[config.mk]
export PLATFORM = sky130hd
export DESIGN_NAME = shift_register_flat
export DESIGN_NICKNAME = d
export VERILOG_FILES = /design/src/rtl/shift_register_if.sv /design/src/rtl/shift_register.sv /design/src/flat_wrapper.sv
export SDC_FILE = /design/constraint.sdc
export NUM_CORES = 1
export LEC_CHECK = 0
export ABC_AREA = 1
export ABC_CLOCK_PERIOD_IN_PS = 800
export CAP_MARGIN = 30
export CORE_AREA = 2 2 39 41
export DETAILED_ROUTE_END_ITERATION = 16
export DIE_AREA = 0 0 41 43
export REMOVE_ABC_BUFFERS = 1
export SLEW_MARGIN = 20
export SYNTH_ARGS = -nofsm -noshare
export SYNTH_HDL_FRONTEND = slang
export SYNTH_SLANG_ARGS = --single-unit
[constraint.sdc]
create_clock -name i_clk -period 0.8 [get_ports i_clk]
set_clock_uncertainty 0.2 [all_clocks]
set_input_delay 0.12 -clock i_clk [delete_from_list [all_inputs] [get_ports i_clk]]
set_output_delay 0.12 -clock i_clk [all_outputs]
set_load 0.05 [all_outputs]
[src/rtl/shift_register_if.sv]
// shift_register_if
//   Bundles the data-path signals of shift_register.
//   o_q    : current register contents (driven by the register)
//   i_d    : parallel load word
//   i_load : parallel load enable, takes priority over shifting
//   i_s    : serial input bit, enters at the MSB on a shift
// Modports:
//   master : the environment driving load/shift inputs and observing o_q
//   slave  : the shift register itself
interface shift_register_if #(
    parameter int unsigned BW_DATA = 8
);
    logic [BW_DATA-1:0] o_q;
    logic [BW_DATA-1:0] i_d;
    logic               i_load;
    logic               i_s;

    modport master (
        output i_d,
        output i_load,
        output i_s,
        input  o_q
    );

    modport slave (
        input  i_d,
        input  i_load,
        input  i_s,
        output o_q
    );
endinterface

[src/rtl/shift_register.sv]
// shift_register
//   Parallel-load, serial-in/parallel-out register of BW_DATA bits.
//   On each rising i_clk edge it either captures bus.i_d (bus.i_load = 1)
//   or shifts right by one with bus.i_s entering at the MSB. There is no
//   hold mode: every cycle without a load is a shift.
// Ports:
//   i_clk : clock, rising edge active
//   i_rst : asynchronous active-high reset, forces contents to RST_VAL
//   bus   : shift_register_if slave (o_q, i_d, i_load, i_s)
module shift_register #(
    parameter int unsigned        BW_DATA = 8,
    parameter logic [BW_DATA-1:0] RST_VAL = '0
) (
    input  logic             i_clk,
    input  logic             i_rst,
    shift_register_if.slave  bus
);

    logic [BW_DATA-1:0] q_q;
    logic [BW_DATA-1:0] q_d;

    // Load wins over shift; i_s only ever reaches the MSB, i_d only matters
    // on a load, so an X on either is confined accordingly.
    always_comb begin
        q_d = {bus.i_s, q_q[BW_DATA-1:1]};
        if (bus.i_load) begin
            q_d = bus.i_d;
        end
    end

    always_ff @(posedge i_clk or posedge i_rst) begin
        if (i_rst) begin
            q_q <= RST_VAL;
        end else begin
            q_q <= q_d;
        end
    end

    // Output comes straight from the flops; no input-to-output path.
    assign bus.o_q = q_q;

endmodule

[src/flat_wrapper.sv]
// flat-port wrapper written by rule: the top's interface ports become plain ports
module shift_register_flat 
#(
    parameter int unsigned        BW_DATA = 8,
    parameter logic [BW_DATA-1:0] RST_VAL = '0
)
  (i_clk, i_rst, bus_i_d, bus_i_load, bus_i_s, bus_o_q);
  shift_register_if #(.BW_DATA(BW_DATA)) bus_i ();
  input  logic i_clk;
  input  logic i_rst;
  input wire logic [$bits(bus_i.i_d)-1:0] bus_i_d;
  input wire logic [$bits(bus_i.i_load)-1:0] bus_i_load;
  input wire logic [$bits(bus_i.i_s)-1:0] bus_i_s;
  output wire logic [$bits(bus_i.o_q)-1:0] bus_o_q;
  assign bus_i.i_d = bus_i_d;
  assign bus_i.i_load = bus_i_load;
  assign bus_i.i_s = bus_i_s;
  assign bus_o_q = bus_i.o_q;
  shift_register #(.BW_DATA(BW_DATA), .RST_VAL(RST_VAL)) u_core (.i_clk(i_clk), .i_rst(i_rst), .bus(bus_i));
endmodule
==> flow_summary_export.csv <==
group,metric,value,unit
grt,antenna_found_initial,0,
final_layout,nets,74,
final_layout,regArea,200,um^2
setup_path,path_max_fanout,2,
yosys,yosysSeqAreaShare,64.8,%
die,fp.coreArea,1380,um^2
route,ant_nets,0,
die,die_y,43,um
sta,tightest_slew,0.307,ns
route,routed_via_density,3.91,
grt,grt_pass1_vias,249,
setup_path,crit_type,"reg -> out",
sta,setup_viol,15,
route,drt_iter0_drc,0,
yosys,yosys_warnings,0,
setup_path,crit_chain,"buf_12",
power,leakagePower,0.332,nW
sta,rsz0062_at_grt,"true",
setup_path,max_stage_delay,0.41,ns
power,powerDensity,1820,nW/um^2
setup_path,required,0.48,ns
run,cap_violations,0,
yosys,synthDistinctLibCells,5,
sta,finalMaxSlewViolations,0,
setup_path,crit_slowest_cell,"dfrtp_1",
final_layout,final_cell_area,656,um^2
yosys,netlist_area,309,um^2
setup_path,crit_buf_inv,1,
yosys,yosys.area.top_type_share,64.8,%
power,power_frac_comb,34.7,%
yosys,synth_cells,35,
yosys,synthTopCellsByArea,"dfrtp_1 65%, nand2_1 29%, buf_6 3.6%",
grt,grt_util_all_layers,8.00,%
power,vdd_drop_max,0.000840,V
sta,whs,-0.0773,ns
setup_path,worst_r2r_endpoint,"u_core.bus.o_q[3]$_DFF_PP0_",
power,p_int,833,uW
power,switching_share,30.1,%
clock_network,cts_tree,"built",
sta,period_share,142,%
route,drc_errors,0,
route,first_pass_iters,1,
grt,grt_max_degree,9,
die,die_area,1760,um^2
placement,place_area,596,um^2
final_layout,n_antenna_cell,0,
clock_network,path_clk_slew,0.06,ns
worst_hold_path,hold_path.class,"in -> async",
sta,period_minus_slack,1.14,ns
route,routed_wl,654,um
final_layout,stdcell_count,76,
yosys,synth_top_cell_by_area,"dfrtp_1",
clock_network,clock-root-buffer,"clkbuf_4",
sta,hold_viol_final,8,
sta,fmax,878,MHz
die,die_w,41,um
final_layout,area_growth,112,%
setup_path,r2r_start,"u_core.bus.o_q[4]$_DFF_PP0_",
placement,preCtsSetupSlack,-0.356,ns
run_status,status,"complete, but fails checks",
clock_network,cts.sinks,8,
power,p_total,1.19,mW
power,power.switching,358,uW
setup_path,r2r_cells,4,
sta,worst_slack,-0.338,ns
setup_path,startpoint_type,"flip-flop",
clock_network,cts_made_buffers,3,
setup_path,cp.arrival,0.82,ns
clock_network,insertion_delay,0.24,ns
die,row_count,14,
final_layout,fillers,129,
yosys,ys_ff_latch,8,
setup_path,path_delay_family,"flip-flops",
placement,dp_hpwl,496,um
yosys,avgSynthCellArea,8.83,um^2
power,p_clk_share,25.2,%
placement,port_buffers,19,
final_layout,drive_above_1_share,30.0,%
placement,gp_congestion,0.671,
run_status,violations,"hold timing, setup timing",
die,ios,20,
route,wl_per_cell,8.61,um
clock_network,clockBufferDepth,2,
final_layout,multi_input_area,95.1,um^2
placement,post-place-cells,70,
clock_network,htree_levels,1,
grt,grt.overflow.total,0,
die,initial_core_util,22.3,%
final_layout,largest_reg_flops,8,
power,seq_power_share,40.1,%
route,via_count,297,
setup_path,setup.worst_path.end_class,"output port",
grt,grt_pass1_wl,959,um
sta,slew_headroom,79.5,%
setup_path,rrSetupSlack,-0.23,ns
timing repair:
item                       in CTS  in global routing
setup endpoints to repair      16                 15
pin swaps                       4                  0
setup buffers                   2                  1
hold endpoints to repair        8                  8
gates resized for setup         6                  0
cells in the mapped netlist (all sizes together):
cell type	count
buf	1
dfrtp	8
nand2	24
inv	2
layout by cell type, fill, tap and decap left out, drive strengths merged:
cell type,instances
nand2,24
buf,12
clkdlybuf4s50,10
dfrtp,8
clkbuf,3
inv,2
dlygate4sd2,1
cell families after synthesis:
group                  share of synthesized area [%]
DFF                                             64.8
and+or+nand+nor                                 29.2
buffers and inverters                           6.07
power groups by stage:
stage | Clock [mW] | Combinational [mW] | Sequential, mW
after floorplan | 0 | 0.0413 | 0.590
after detailed placement | 0 | 0.386 | 0.486
after global routing | 0.328 | 0.433 | 0.480
final | 0.300 | 0.413 | 0.478
after CTS | 0.309 | 0.410 | 0.479
after global placement | 0 | 0.384 | 0.485
cell type report:
class / instances / share of cell area, %
clock buffer: 3 / 3.44
inverter: 2 / 1.15
sequential: 8 / 30.5
multi-input combinational: 24 / 14.5
timing repair buffer: 23 / 47.3
tap: 16 / 3.05
routing by layer:
metal	GRT usage [%]	up-vias	wire length, um
met5	0	-	0
met4	4.00	0	0
met3	3.14	0	54
met2	10.0	12	306
met1	11.6	129	293
li1	-	156	-
per-stage QoR:
stage                     TNS (ns)  util, %  hold WS [ns]
final                        -3.12     47.4       -0.0773
after global routing         -3.45     47.4       -0.0333
after floorplan              -2.58        -        -0.264
after CTS                    -3.13     46.8       -0.0654
after global placement       -3.36     43.0         0.184
after detailed placement     -3.66     43.0         0.193
worst max-delay path by stage:
stage                                            from                          end  slack [ns]  cells past startpoint
after floorplan           u_core.bus.o_q[1]$_DFF_PP0_  u_core.bus.o_q[0]$_DFF_PP0_       -0.23                      2
after global placement                     bus_i_load  u_core.bus.o_q[4]$_DFF_PP0_       -0.34                      4
after detailed placement                   bus_i_load  u_core.bus.o_q[3]$_DFF_PP0_       -0.36                      4
after CTS                 u_core.bus.o_q[3]$_DFF_PP0_                   bus_o_q[3]       -0.35                      1
after global routing      u_core.bus.o_q[3]$_DFF_PP0_                   bus_o_q[3]       -0.36                      1
final                     u_core.bus.o_q[3]$_DFF_PP0_                   bus_o_q[3]       -0.34                      1
Note: power is estimated with default switching activity, not from simulation.
